$ cat src/rtl/axi_config_regfile.sv
// axi_config_regfile
// Configuration register bank fed by a single-cycle write stream. It drives
// every register in parallel to the datapath, pulses a per-register write
// event and serves a single-cycle read port with read-before-write
// semantics. Out-of-window accesses are tallied in a saturating 8-bit
// error counter.
module axi_config_regfile #(
    parameter int ADDR_WIDTH = 32,
    parameter int DATA_WIDTH = 32,
    parameter int REG_COUNT  = 16,
    parameter logic [ADDR_WIDTH-1:0] BASE_ADDR = {ADDR_WIDTH{1'b0}},
    parameter logic [REG_COUNT*DATA_WIDTH-1:0] RESET_VALUES = {(REG_COUNT*DATA_WIDTH){1'b0}},
    parameter logic [REG_COUNT*DATA_WIDTH-1:0] SELF_CLEAR_MASK = {(REG_COUNT*DATA_WIDTH){1'b0}}
) (
    input  logic                            clk,
    input  logic                            rst,
    input  logic                            wr,
    input  logic [ADDR_WIDTH-1:0]           waddr,
    input  logic [DATA_WIDTH-1:0]           wdata,
    input  logic                            rd,
    input  logic [ADDR_WIDTH-1:0]           raddr,
    output logic [DATA_WIDTH-1:0]           rdata,
    output logic                            rdata_valid,
    output logic [REG_COUNT*DATA_WIDTH-1:0] regs_out,
    output logic [REG_COUNT-1:0]            reg_wr_pulse,
    output logic [7:0]                      err_count,
    input  logic                            err_clear
);

    // Byte-offset bits dropped from the address; misaligned accesses
    // therefore land on the containing word.
    localparam int BYTE_SHIFT = $clog2(DATA_WIDTH / 8);
    localparam logic [ADDR_WIDTH-1:0] REG_COUNT_A = ADDR_WIDTH'(REG_COUNT);

    // One-hot register select for an address; all zeros when the address
    // lies below the base or beyond the last register. The subtraction is
    // done at address width, so addresses below the base wrap and are
    // rejected by the explicit lower-bound check.
    function automatic logic [REG_COUNT-1:0] decode_sel(input logic [ADDR_WIDTH-1:0] addr);
        logic [ADDR_WIDTH-1:0] index_v;
        logic [REG_COUNT-1:0]  sel_v;
        index_v = (addr - BASE_ADDR) >> BYTE_SHIFT;
        sel_v   = {REG_COUNT{1'b0}};
        if ((addr >= BASE_ADDR) && (index_v < REG_COUNT_A)) begin
            for (int i = 0; i < REG_COUNT; i++) begin
                sel_v[i] = (index_v == ADDR_WIDTH'(i));
            end
        end else begin
            sel_v = {REG_COUNT{1'b0}};
        end
        return sel_v;
    endfunction

    logic [DATA_WIDTH-1:0] regs_r [REG_COUNT];
    logic [DATA_WIDTH-1:0] rdata_r;
    logic                  rdata_valid_r;
    logic [REG_COUNT-1:0]  reg_wr_pulse_r;
    logic [7:0]            err_count_r;

    logic [REG_COUNT-1:0]  wr_sel_s;
    logic [REG_COUNT-1:0]  rd_sel_s;
    logic                  wr_miss_s;
    logic                  rd_miss_s;
    logic [DATA_WIDTH-1:0] rd_word_s;
    logic [1:0]            err_events_s;
    logic [8:0]            err_sum_s;
    logic [7:0]            err_next_s;

    // Address decode for both ports, gated by their strobes.
    always_comb begin
        wr_sel_s  = {REG_COUNT{1'b0}};
        rd_sel_s  = {REG_COUNT{1'b0}};
        wr_miss_s = 1'b0;
        rd_miss_s = 1'b0;
        if (wr) begin
            wr_sel_s  = decode_sel(waddr);
            wr_miss_s = (wr_sel_s == {REG_COUNT{1'b0}});
        end else begin
            wr_sel_s  = {REG_COUNT{1'b0}};
            wr_miss_s = 1'b0;
        end
        if (rd) begin
            rd_sel_s  = decode_sel(raddr);
            rd_miss_s = (rd_sel_s == {REG_COUNT{1'b0}});
        end else begin
            rd_sel_s  = {REG_COUNT{1'b0}};
            rd_miss_s = 1'b0;
        end
    end

    // AND-OR read mux over the pre-write register contents; zero on a miss.
    always_comb begin
        rd_word_s = {DATA_WIDTH{1'b0}};
        for (int i = 0; i < REG_COUNT; i++) begin
            if (rd_sel_s[i]) begin
                rd_word_s = rd_word_s | regs_r[i];
            end else begin
                rd_word_s = rd_word_s;
            end
        end
    end

    // Next error count: add this cycle's 0..2 events with saturation, or
    // restart from the event count when a clear is requested.
    always_comb begin
        err_events_s = {1'b0, wr_miss_s} + {1'b0, rd_miss_s};
        err_sum_s    = {1'b0, err_count_r} + {7'd0, err_events_s};
        err_next_s   = err_count_r;
        if (err_clear) begin
            err_next_s = {6'd0, err_events_s};
        end else if (err_sum_s > 9'd255) begin
            err_next_s = 8'd255;
        end else begin
            err_next_s = err_sum_s[7:0];
        end
    end

    // Register storage: a write loads the full word, otherwise the
    // self-clearing bits are dropped back to zero every cycle.
    always_ff @(posedge clk) begin
        if (rst) begin
            for (int i = 0; i < REG_COUNT; i++) begin
                regs_r[i] <= RESET_VALUES[i*DATA_WIDTH +: DATA_WIDTH]
                             & ~SELF_CLEAR_MASK[i*DATA_WIDTH +: DATA_WIDTH];
            end
        end else begin
            for (int i = 0; i < REG_COUNT; i++) begin
                if (wr_sel_s[i]) begin
                    regs_r[i] <= wdata;
                end else begin
                    regs_r[i] <= regs_r[i] & ~SELF_CLEAR_MASK[i*DATA_WIDTH +: DATA_WIDTH];
                end
            end
        end
    end

    // Write event pulses, read response and error counter.
    always_ff @(posedge clk) begin
        if (rst) begin
            reg_wr_pulse_r <= {REG_COUNT{1'b0}};
            rdata_r        <= {DATA_WIDTH{1'b0}};
            rdata_valid_r  <= 1'b0;
            err_count_r    <= 8'd0;
        end else begin
            reg_wr_pulse_r <= wr_sel_s;
            rdata_valid_r  <= rd;
            err_count_r    <= err_next_s;
            if (rd) begin
                rdata_r <= rd_word_s;
            end else begin
                rdata_r <= rdata_r;
            end
        end
    end

    // Flatten the register array onto the parallel output bus.
    always_comb begin
        regs_out = {(REG_COUNT*DATA_WIDTH){1'b0}};
        for (int i = 0; i < REG_COUNT; i++) begin
            regs_out[i*DATA_WIDTH +: DATA_WIDTH] = regs_r[i];
        end
    end

    assign rdata        = rdata_r;
    assign rdata_valid  = rdata_valid_r;
    assign reg_wr_pulse = reg_wr_pulse_r;
    assign err_count    = err_count_r;

endmodule

$ cat config.mk
export PLATFORM = sky130hd
export DESIGN_NAME = axi_config_regfile
export DESIGN_NICKNAME = d
export VERILOG_FILES = /design/src/rtl/axi_config_regfile.sv
export SDC_FILE = /design/constraint.sdc
export NUM_CORES = 1
export LEC_CHECK = 0
export BUFFER_PORTS_ARGS = -buffer_cell sky130_fd_sc_hd__buf_2
export CAP_MARGIN = 20
export CORE_AREA = 10 10 249 251
export CTS_BUF_LIST = sky130_fd_sc_hd__clkbuf_8
export DETAILED_ROUTE_END_ITERATION = 16
export DIE_AREA = 0 0 259 261
export PLACE_DENSITY = 0.78
export SETUP_SLACK_MARGIN = 0.02
export SLEW_MARGIN = 5
export SYNTH_ARGS = -nofsm -noshare
export SYNTH_HDL_FRONTEND = slang
export SYNTH_SLANG_ARGS = --single-unit
$ cat constraint.sdc
create_clock -name clk -period 2.8 [get_ports clk]
set_clock_uncertainty 0.1 [all_clocks]
set_input_delay 0.14 -clock clk [delete_from_list [all_inputs] [get_ports clk]]
set_output_delay 0.14 -clock clk [all_outputs]
set_load 0.005 [all_outputs]
### Word level (Yosys, flattened, before mapping)

Memories as Yosys holds them, arrays and structs flattened.
Index checks and enable logic that the tools add are counted.

| storage, ports and cells | value |
|---|---|
| flip-flop bits (word level) | 57 |
| memories kept | 1 |
| bits in writable memories | 512 |
| output and inout port bits | 569 |
| input port bits | 101 |
| word-level logic and storage cells | 253 |

Memory list:

| memory | depth | bits a word | read ports | clocked after memory_dff | write ports | line | source |
|---|---|---|---|---|---|---|---|
| regs_r | 16 | 32 | 16 | 0 | 16 | 54 | `logic [DATA_WIDTH-1:0] regs_r [REG_COUNT];` |

| cells by class | value |
|---|---|
| muxes and demuxes | 156 |
| add/subtract/negate cells | 2 |
| order comparisons | 5 |
| reductions and logical operators | 7 |
| eq/ne operators | 30 |
| bitwise gates (word level) | 47 |

Operators by type and width:

| cell | number |
|---|---|
| $mux 32 | 48 |
| $eq 30x4->1 const B | 16 |
| $or 32x32->32 | 15 |
| $eq 30x3->1 const B | 8 |
| $eq 30x2->1 const B | 4 |
| $mux 1 | 100 |
| $mux 16 | 6 |
| $ge 32x1->1 const B | 2 |
| $logic_not 32->1 | 2 |
| $eq 30x1->1 const B | 2 |
| $lt 30x5->1 const B | 2 |
| $logic_not 16->1 | 2 |
| $or 1x1->1 | 32 |
| $add 8x2->9 | 1 |
| $gt 9x8->1 const B | 1 |
| $mux 8 | 1 |
| $add 1x1->2 | 1 |
| $logic_and 1x1->1 | 2 |
| $mux 2 | 1 |
| $reduce_or 2->1 | 1 |

### Longest topological paths before layout

| logic depth | value |
|---|---|
| word-level depth | 36 |
| depth in mapped cells | 12 |
| mapped depth without buffers | 11 |

### Least setup slack after synthesis

OpenSTA, ideal clock, no wires.

| timing path | value |
|---|---|
| path kind | input -> register |
| from | input port waddr[6] |
| to | memory regs_r[0][0] (enable) |
| arrival time | 2.539 ns |
| slack | -0.267 ns |
| required time | 2.272 ns |
| stages on the path | 6 |
| path buffers | 1 |
| library setup time | 0.428 ns |
| cells stage by stage | nor4_1 > nand4_1 > nor3_1 > nand2b_1 > clkbuf_1 > o21bai_1 |

RTL lines:

| what | line | source |
|---|---|---|
| start, declared | 18 | `input logic [ADDR_WIDTH-1:0] waddr,` |
| end, declared | 54 |  |

### Final worst setup path

| timing path | value |
|---|---|
| from | input port raddr[24] |
| to | register err_count_r[4], in the netlist err_count[4] |

| on the way | value |
|---|---|
| longest elaborated chain between the ends | 10 |
| elaborated cells between the ends (all ways) | 27 |
| those cells by class | 2 x add/sub; 3 x order compare; 15 x eq/ne; 4 x mux; 3 x reduce/logical |

Ends and longest elaborated chain:

| what | line | source |
|---|---|---|
| start, declared | 21 | `input logic [ADDR_WIDTH-1:0] raddr,` |
| $ge 32x1->1 or $lt 30x5->1 (tied branches) | 44 | `if ((addr >= BASE_ADDR) && (index_v < REG_COUNT_A)) begin` |
| $logic_and 1x1->1 | 44 |  |
| $mux 16 (*) | 44 |  |
| $mux 16 (*) | 82 | `if (rd) begin` |
| $logic_not 16->1 (*) | 84 | `rd_miss_s = (rd_sel_s == {REG_COUNT{1'b0}});` |
| $mux 1 (*) | 82 |  |
| $add 1x1->2 (*) | 106 | `err_events_s = {1'b0, wr_miss_s} + {1'b0, rd_miss_s};` |
| $add 8x2->9 (*) | 107 | `err_sum_s = {1'b0, err_count_r} + {7'd0, err_events_s};` |
| $gt 9x8->1 | 111 | `end else if (err_sum_s > 9'd255) begin` |
| $mux 8 (*) | 111 |  |
| end signal, assigned | 147 | `err_count_r <= err_next_s;` |
| end, declared | 58 | `logic [7:0] err_count_r;` |

Every way passes the cells marked *; elsewhere a longest branch is shown, timed or not. The select of a mux whose other input is x is not followed.
A chain may end at the register's enable or synchronous reset.

==> results.md <==
* Clk buf depth at 3
* IO Port Bufs at 665
* EDFF count, synth at 512
* Hold Path Sink: reg_wr_pulse[0]
* RSZ-0062 raised after global routing: false
* Async SR Flop Fraction at 0
* F_max at 384 MHz
* Multi-input gate area at a little over 0.007 mm^2
* Via count at 20.0k
* Top cell type's share of synthesized area at 0.643
* Area delta synth->final at 32.8%
* Post-Synth Adder-Cell Area at 0.00241
* Synth Register Bits at approximately 570
* Synth cell count leaders: edfxtp_1 (512), nor2b_1 (355), nor2_1 (79)
* Pleak at 12.3 nW
* Share of cells above drive strength 1 at 0.401
* Worst-Margin Slew at 0.741 ns
* Filler cell count in the final layout at 4564
* VDD IR max at 488 uV
* Root Driver: clkbuf_8
* Initial Util at 0.419
* Clk network pwr share at 0.371
* R2R Setup Slk at 0.78 ns
* Most frequent cell after synthesis: edfxtp_1
* Crit. End Element: flop
* Max-slew headroom at 0.504
* Final worst slack at 0.195 ns
* Top Family by Delay on Critical Path: simple AND/OR/NAND/NOR gates
* Drt pass-1 iters at 8
* Critical path type: in -> reg
* Post-Place Setup Slack at -0.423 ns
* DP Wirelength at 78.7 mm
* Post-Route WL at 109 mm
* Most Crowded Layer GR: met2
* Most common flop cell mapped by yosys: edfxtp_1
* Largest net degree at the start of global routing at 86
* Slew Viols, Final at 0
* Crit share post-route at 0.931
* Worst Path Required at 3.28 ns
* Later-pin clock latency in the skew report at 0.71 ns
* Routability cong. at 0.921
* Core Util, Final at 0.556
* Mux cell area share after synthesis at 0.0439
* Worst r2r src: regs_r[0][64]
* Synth area leaders: edfxtp_1 (64%), nor2b_1 (9.3%), dfxtp_1 (4.8%)
* Vias in the first global route at 20.3k
* Hold Vio Cnt, Final at 0
* Worst min-delay path class: in -> reg
* Buf/Inv on CP at 3
* Synth Area per Inst at 14.5 um^2
* Cells after Synth at 1650
* Post-route ant nets at 0
* Post-synthesis sequential area ratio at 0.690
* Critical-path top delay cell: fa_1
* Hold depth at 4
* Seq pwr share at 0.512
* Arrival @ worst endpoint at 3.09 ns
* Dpl cell area at slightly below 0.03 mm^2
* Yosys cell types at 62
* Global-route wire length before repair at 150 mm
* Clock Sinks at around 570
* Synth Cell Area at 0.0239 mm^2
* Remaining global-route overflow at 0
* WHS at 0.0765 ns
* Comb pwr share at 0.117
* Most frequent CP cell: ha_1
* P_int at 15.0 mW
* # H-tree levels at 3
* Syn Nets at 1755
* Register Area at roughly 0.017 mm^2
* Psw at 5.25 mW
* # IOs at 670
* Compound-Gate Fraction of Synth Area at 0.0967
* Worst R2R End: rdata[0]
* Core Area at between 0.05 and 0.06 mm^2
* Cell taking the most area after synthesis: edfxtp_1
* Combinational family with the most area after synthesis: simple AND/OR/NAND/NOR gates
* Wire per inst at between 30 and 40 um
* Row count at around 90
* Setup crit start kind: primary input
* Final setup fails at 0
* TritonCTS Buffers at 93
* Vias per Instance at between 6 and 7
* Chip height at 261 um
* Post-Synth XOR/XNOR Area at 0.00146
* Pwr Density at 638 mW/mm^2
* Worst-path maximum fanout at 3
* Overall power at slightly above 20 mW
* Cells along the critical path: buf_2 -> nor4_1 -> nand4_1 -> nor2_2 -> buf_12 -> nor2_1 -> ha_1 -> ha_1 -> fa_1 -> buf_4 -> nand3_1 -> xor2_1 -> a21oi_1
* Post-synthesis simple-gate area fraction at 0.145
* Max incr delay on CP at between 0.4 and 0.5 ns
* Die ar. at between 0.06 and 0.07 mm^2
* Finished Cell Area at ~0.032 mm^2
* Worst hold start: waddr[3]
* Max-cap viol count at 0
* Grt met1 use at 0.364
* GR Util met2 at 0.505
* Nets@finish at around 2.6k
* DRC at 0
* Period minus WS final at 2.61 ns
* Worst Reg-to-Reg Cells at 4
* Met3 Use GR at 0.102
* Chip Width at 259 um
* CTS clk-pin slew, worst paths at ~0.060 ns
* Initial antenna violation count at 6
* Gr usage total at 0.309
* Yosys warnings at 0
* Iteration-0 DRC count of the detailed router at about 2.6k
* Status: complete, no violations
* CTS tree: done
* Switching share of power at 0.259
==> power groups by stage <==
stage                     Sequential, mW  Combinational (mW)  Clock [mW]
after floorplan                     10.5               0.767           0
after global placement              10.5                2.26           0
after detailed placement            10.5                2.29           0
after CTS                           10.4                2.35        7.54
after global routing                10.4                2.48        7.96
final                               10.4                2.37        7.52
==> per-stage QoR <==
stage,TNS [ns],std cells
5_1_grt,0,3322
3_5_place_dp,-3.78,3109
2_1_floorplan,-73.12,1650
3_3_place_gp,-2.72,3109
4_1_cts,0,3321
6_report,0,3324
==> placed cells by master (no fill, tap or decap), types with 8 or more instances in the layout <==
master           n
clkbuf_8       109
a221oi_1        38
a21oi_1         48
a311oi_1        14
o2bb2ai_1        8
nand2_1         17
nor2_1          76
and3_1          16
dfxtp_1         57
nor2b_1        355
mux4_2          17
buf_12          28
buf_2          661
dlygate4sd3_1   45
o21bai_4        15
buf_4          116
nand3_1         10
o21ai_0         12
o22ai_1         20
mux2i_1         43
mux2_2          21
a22oi_1         51
nor4_1          16
inv_1           37
nor3_1          23
edfxtp_1       512
a211oi_1        12
a32oi_1         11
a221o_1         27
a22o_1          18
==> what timing repair did <==
| action | CTS | global route |
|---|---|---|
| gates resized for setup | 0 | 0 |
| endpoints found under the hold margin | 548 | 0 |
| setup buffers | 0 | 0 |
| hold buffers | 45 | 0 |
==> worst max-delay path by stage <==
stage | startpoint | end | slack (ns) | depth (start not counted)
floorplan | waddr[6] | regs_r[0][0] | -0.27 | 6
global placement | raddr[24] | err_count[1] | -0.34 | 12
detailed placement | raddr[24] | err_count[4] | -0.42 | 13
CTS | waddr[28] | regs_r[0][28] | 0.27 | 10
global route | waddr[28] | regs_r[0][1] | 0.11 | 10
finish | raddr[24] | err_count[4] | 0.19 | 13
==> sequential cells by signal, summed over array words and instances, names as in the netlist <==
signal / cells
rdata: 32
rdata_valid: 1
regs_r: 512
reg_wr_pulse: 16
err_count: 8
==> layout make-up <==
class,instances,share of cell area
inverter,5,0.000591
clock buffer,109,0.0472
multi-input combinational,964,0.225
timing repair buffer,851,0.164
tap,765,0.0301
sequential,569,0.520
antenna,3,0.000236
clock inverter,58,0.0133
==> tightest hold or removal path: stages <==
cell and delay (ns):
buf_2 0.11, or3b_2 0.32, or2_2 0.22, nor2_1 0.04
==> per-layer routing <==
metal  vias up  share of wire
met2      1744           0.47
li1       8035              -
met3       393           0.14
met5         -        0.00031
met1      9824           0.34
met4         6          0.051
==> kinds of logic (layout without fill, tap and decap cells) <==
| logic type | after synthesis | in the layout |
|---|---|---|
| multiplexers | 81 | 81 |
| XOR/XNOR | 4 | 4 |
| flip-flops | 569 | 569 |
| buffers and inverters | 117 | 1023 |
| other | 0 | 3 |
| AO/OA/AOI/OAI | 305 | 305 |
| AND/OR/NAND/NOR | 570 | 570 |
| adder cells (fa/ha/maj) | 4 | 4 |
No activity file was read; power rests on OpenSTA's default activity.
